<file path="src/rtl/ifft_frame_sequencer.sv">
// Frames a subcarrier stream into fixed-size IFFT input blocks with SOP/EOP, fft_pts
// and zero padding, while capping the number of frames in flight inside the IFFT core.
module ifft_frame_sequencer #(
  parameter int MAX_INFLIGHT = 2,
  parameter int DW           = 32
) (
  input  logic          clk,
  input  logic          reset,
  input  logic [7:0]    cfg_points,
  input  logic          in_valid,
  output logic          in_ready,
  input  logic          in_last,
  input  logic [DW-1:0] in_real,
  input  logic [DW-1:0] in_imag,
  output logic          fft_sink_valid,
  input  logic          fft_sink_ready,
  output logic          fft_sink_sop,
  output logic          fft_sink_eop,
  output logic [1:0]    fft_sink_error,
  output logic [DW-1:0] fft_sink_real,
  output logic [DW-1:0] fft_sink_imag,
  output logic [7:0]    fft_pts,
  input  logic          fft_src_valid,
  input  logic          fft_src_ready,
  input  logic          fft_src_eop,
  output logic [15:0]   frame_count,
  output logic          cfg_err,
  output logic          proto_err
);

  typedef enum logic [1:0] {IDLE, STREAM, PAD} state_t;

  localparam logic [2:0] MAX_IF = 3'(MAX_INFLIGHT);

  state_t     state;
  logic [7:0] cnt;
  logic [2:0] inflight;
  logic       load_ok;
  logic       cfg_legal;
  logic [7:0] last_idx;
  logic       sop_hs;
  logic       eop_hs;
  logic       src_eop_hs;

  assign load_ok        = !fft_sink_valid || fft_sink_ready;
  assign in_ready       = (state == STREAM) && load_ok;
  assign fft_sink_error = 2'b00;
  assign last_idx       = fft_pts - 8'd1;
  assign cfg_legal      = (cfg_points == 8'd8)  || (cfg_points == 8'd16) ||
                          (cfg_points == 8'd32) || (cfg_points == 8'd64) ||
                          (cfg_points == 8'd128);
  assign sop_hs         = fft_sink_valid && fft_sink_ready && fft_sink_sop;
  assign eop_hs         = fft_sink_valid && fft_sink_ready && fft_sink_eop;
  assign src_eop_hs     = fft_src_valid && fft_src_ready && fft_src_eop;

  // Framing FSM driving the single output register slice; the slice only changes when it can load.
  always_ff @(posedge clk or posedge reset) begin
    if (reset) begin
      state          <= IDLE;
      cnt            <= 8'd0;
      fft_pts        <= 8'd0;
      cfg_err        <= 1'b0;
      fft_sink_valid <= 1'b0;
      fft_sink_sop   <= 1'b0;
      fft_sink_eop   <= 1'b0;
      fft_sink_real  <= '0;
      fft_sink_imag  <= '0;
    end else begin
      if (fft_sink_valid && fft_sink_ready)
        fft_sink_valid <= 1'b0;
      case (state)
        IDLE: begin
          if (in_valid && (inflight < MAX_IF)) begin
            if (cfg_legal) begin
              fft_pts <= cfg_points;
              cnt     <= 8'd0;
              state   <= STREAM;
            end else begin
              cfg_err <= 1'b1;
            end
          end
        end
        STREAM: begin
          if (in_valid && in_ready) begin
            fft_sink_valid <= 1'b1;
            fft_sink_real  <= in_real;
            fft_sink_imag  <= in_imag;
            fft_sink_sop   <= (cnt == 8'd0);
            fft_sink_eop   <= (cnt == last_idx);
            cnt            <= cnt + 8'd1;
            if (cnt == last_idx)
              state <= IDLE;
            else if (in_last)
              state <= PAD;
          end
        end
        PAD: begin
          if (load_ok) begin
            fft_sink_valid <= 1'b1;
            fft_sink_real  <= '0;
            fft_sink_imag  <= '0;
            fft_sink_sop   <= 1'b0;
            fft_sink_eop   <= (cnt == last_idx);
            cnt            <= cnt + 8'd1;
            if (cnt == last_idx)
              state <= IDLE;
          end
        end
        default: state <= IDLE;
      endcase
    end
  end

  // A simultaneous SOP and source EOP cancel out, so no underflow error is raised then.
  always_ff @(posedge clk or posedge reset) begin
    if (reset) begin
      inflight    <= 3'd0;
      proto_err   <= 1'b0;
      frame_count <= 16'd0;
    end else begin
      case ({sop_hs, src_eop_hs})
        2'b10: inflight <= inflight + 3'd1;
        2'b01: begin
          if (inflight == 3'd0)
            proto_err <= 1'b1;
          else
            inflight <= inflight - 3'd1;
        end
        default: inflight <= inflight;
      endcase
      if (eop_hs)
        frame_count <= frame_count + 16'd1;
    end
  end

endmodule

</file>
<file path="config.mk">
export PLATFORM = sky130hd
export DESIGN_NAME = ifft_frame_sequencer
export DESIGN_NICKNAME = d
export VERILOG_FILES = /design/src/rtl/ifft_frame_sequencer.sv
export SDC_FILE = /design/constraint.sdc
export NUM_CORES = 1
export LEC_CHECK = 0
export ABC_AREA = 1
export BUFFER_PORTS_ARGS = -buffer_cell sky130_fd_sc_hd__buf_2
export CAP_MARGIN = 20
export CORE_ASPECT_RATIO = 1.5
export CORE_MARGIN = 2
export CORE_UTILIZATION = 56
export CTS_BUF_LIST = sky130_fd_sc_hd__clkbuf_4
export DETAILED_ROUTE_END_ITERATION = 8
export GPL_ROUTABILITY_DRIVEN = 0
export PLACE_DENSITY = 0.92
export REMOVE_ABC_BUFFERS = 1
export SETUP_SLACK_MARGIN = 0.5
export SLEW_MARGIN = 20
export SYNTH_ARGS = -nofsm -noshare
export SYNTH_HDL_FRONTEND = slang
export SYNTH_SLANG_ARGS = --single-unit
</file>
<file path="constraint.sdc">
create_clock -name clk -period 7.51 [get_ports clk]
set_input_delay 0 -clock clk [delete_from_list [all_inputs] [get_ports clk]]
set_output_delay 0 -clock clk [all_outputs]
set_load 0.02 [all_outputs]
</file>
==> flow_summary.yaml <==
status:
  run_status: "complete, no violations"
clock_network:
  post-cts-setup-buffer-count: 0
  numCtsBuffers: 9
  clock_tree.htree_level_count: 3
  count_of_hold_fix_buffers_inserted_at_cts: 75
  clock_path_buffers: 2
  cts_root_buf: "sky130_fd_sc_hd__clkbuf_4"
  cts.clk_slew.worst_paths_ns: 0.17
  cts.sink_count: 106
  clock_tree_from_tritoncts: "yes"
  post_cts_resized: 0
  clkLatencyLatePin_ns: 0.45
floorplan:
  start_util_pct: 58.2
  die_width_um: 80.6
  fp-row-count: 41
  io_pins: 176
  fp.dieH_um: 119
  total_die_area_um2: 9580
  core_area_um2: 8460
logic_synthesis:
  synthesis.instances: 577
  synth_cell_type_count: 35
  synth_top_flop_cell: "sky130_fd_sc_hd__dfrtp_1"
  yosysSeqAreaShare_pct: 53.8
  synthDominantCellAreaShare_pct: 53.8
  post_synth_edffs: 0
  syn_avg_cell_area_um2: 8.54
  ys_top_cells_by_area: "sky130_fd_sc_hd__dfrtp_1, sky130_fd_sc_hd__nand2_1, sky130_fd_sc_hd__o21ai_0, sky130_fd_sc_hd__xor2_1, sky130_fd_sc_hd__inv_1"
  yosys_warnings: 0
  post_synth_instance_area_um2: 4930
  yosys.area.top_type: "sky130_fd_sc_hd__dfrtp_1"
  postSynth.asyncResetShare_pct: 100
  yosys_register_bits: 106
setup_path:
  timing.critical_path.to_type: "register"
  timing_worst_setup_path_type: "reg2reg"
  worst-endpoint-required_ns: 7.85
  worstPathArrival_ns: 3.72
  cp_startpoint_kind: "register"
  timing.critical_path.fanout_max: 125
sta:
  unrepaired_setup_endpoints_after_global_routing: "false"
  finalWorstPathRequiredPeriod_ns: 3.38
  slew_viol_final: 0
  fin_worst_skew_ns: 0.0253
  timing.slew.headroom_pct: 32.2
  setup-tns-final_ns: 0
  hold_viol: 0
  final-setup-viol-count: 0
  tightest_slew_ns: 1.02
  fmaxAchievable_ghz: 0.296
  final_min_period_over_clock_period_pct: 45.0
global_route:
  maximum_number_of_pins_on_one_net_before_global_route_repair: 126
  via_count_of_the_first_global_routing_pass: 5113
  global_route.overflow_total: 0
  grtUsageTotal_pct: 33.4
  grt_pass1_wl_mm: 24.5
  antenna_violations_before_repair: 1
placement:
  portBuffers: 173
  placed_cells_incl_taps: 836
  estimated_wirelength_of_the_detail_placed_design_mm: 9.28
finish:
  layout_commonest_cell: "sky130_fd_sc_hd__nand2_1"
  post_layout_nonfiller_instances: 928
  design.final.nets: 903
  layout_common_cells: "sky130_fd_sc_hd__nand2_1, sky130_fd_sc_hd__buf_2, sky130_fd_sc_hd__dfrtp_1"
  finalCoreUtilization_pct: 79.1
  areaGrowthSynthToFinish_pct: 35.9
  layout-drive-gt1-share_pct: 25.0
pwr:
  powerDensity_nw_per_um2: 342
  pleak_nw: 3.65
  max-vdd-ir-drop_v: 0.000262
detailed_routing:
  wl_per_cell_um: 16.7
  detail_route.iter0.violations: 424
  avgViaCountPerCell: 5.53
  drt-total-wl_mm: 15.5
  drcViolationCount: 0
  via_count: 5128
  first_pass_iters: 7
  antenna_violating_nets_post_route: 0
job:
  maxCapViolations: 0
hold_path:
  hold_path.class: "in2reg"
routing by layer:
metal  up-vias  share of wire [%]  global-route usage, %
li1       2318                  -                      -
met1      2402                 34                   35.9
met2       299                 52                   55.7
met3       109                6.8                   8.94
met4         0                7.1                   22.9
met5         -                  0                      0
flip-flops by register name, summed over array words and instances, names as in the netlist:
register	cells
fft_sink_valid	1
cnt	8
fft_sink_eop	1
frame_count	16
inflight	3
fft_sink_real	32
fft_pts	8
fft_sink_sop	1
fft_sink_imag	32
cfg_err	1
proto_err	1
state	2
worst paths after layout:
path	start	to	slack, ns	cells past startpoint
min	cfg_points[0]	cfg_err$_DFFE_PP0P_	0.07	5
max in group asynchronous	reset	fft_sink_imag[31]$_DFFE_PP0P_	6.19	4
min in group asynchronous	reset	frame_count[1]$_DFFE_PP0P_	0.12	3
min reg2reg	frame_count[15]$_DFFE_PP0P_	frame_count[15]$_DFFE_PP0P_	0.48	1
max reg2reg	state[0]$_DFFE_PP0P_	fft_sink_real[25]$_DFFE_PP0P_	4.13	7
max	state[0]$_DFFE_PP0P_	fft_sink_real[25]$_DFFE_PP0P_	4.13	7
stage by stage:
| step | total power (W) | cell area, um^2 | setup WS (ns) | hold slack, ns |
|---|---|---|---|---|
| after floorplan | 0.00159 | 4800 | 3.29 | 0.125 |
| final | 0.00229 | 6700 | 4.13 | 0.0737 |
| after global placement | 0.00189 | 5830 | 4.57 | 0.0819 |
| after global routing | 0.00245 | 6700 | 3.86 | 0.101 |
| after CTS | 0.00224 | 6690 | 4.29 | 0.0507 |
| after detailed placement | 0.00196 | 5830 | 4.37 | 0.0885 |
logic make-up after synthesis:
family	count (synthesis)	synth area share, %
and+or+nand+nor	273	22.8
DFF	106	53.8
AOI/OAI and AO/OA	93	10.1
buffers and inverters	68	5.97
xor gates and xnor gates	27	4.80
adders and majority gates	8	2.18
other	1	0.0761
muxes	1	0.228
layout make-up:
class                           count  area [um^2]
Inverter                           44          169
Clock buffer                       11         82.6
Multi-Input combinational cell    404         1990
Fill cell                         509         1770
Clock inverter                      5         31.3
Sequential cell                   106         2650
Antenna cell                        1         2.50
Tap cell                          107          134
Timing Repair Buffer              250         1630
synthesized netlist by cell type, types with 3 or more instances:
master,n
sky130_fd_sc_hd__a21oi_1,4
sky130_fd_sc_hd__buf_2,6
sky130_fd_sc_hd__buf_6,3
sky130_fd_sc_hd__clkbuf_1,12
sky130_fd_sc_hd__dfrtp_1,106
sky130_fd_sc_hd__ha_1,7
sky130_fd_sc_hd__inv_1,43
sky130_fd_sc_hd__nand2_1,192
sky130_fd_sc_hd__nand3_1,25
sky130_fd_sc_hd__nand4_1,10
sky130_fd_sc_hd__nor2_1,32
sky130_fd_sc_hd__nor3_1,6
sky130_fd_sc_hd__o21ai_0,69
sky130_fd_sc_hd__o21ai_1,11
sky130_fd_sc_hd__xnor2_1,8
sky130_fd_sc_hd__xor2_1,19
critical path, cell delays in order, from the launching register on:
cell	delay, ns
sky130_fd_sc_hd__dfrtp_1	0.44
sky130_fd_sc_hd__inv_1	0.09
sky130_fd_sc_hd__ha_1	0.21
sky130_fd_sc_hd__clkinv_2	0.68
sky130_fd_sc_hd__o211ai_4	0.54
sky130_fd_sc_hd__buf_4	0.83
sky130_fd_sc_hd__nand2_1	0.21
sky130_fd_sc_hd__o21ai_0	0.21
where the power goes:
part	internal, W	total (W)	switching, W
combinational	0.000351	0.00111	0.000762
sequential	0.000774	0.000924	0.000149
clock	0.0000752	0.000257	0.000182
No activity file was read; power rests on OpenSTA's default activity.
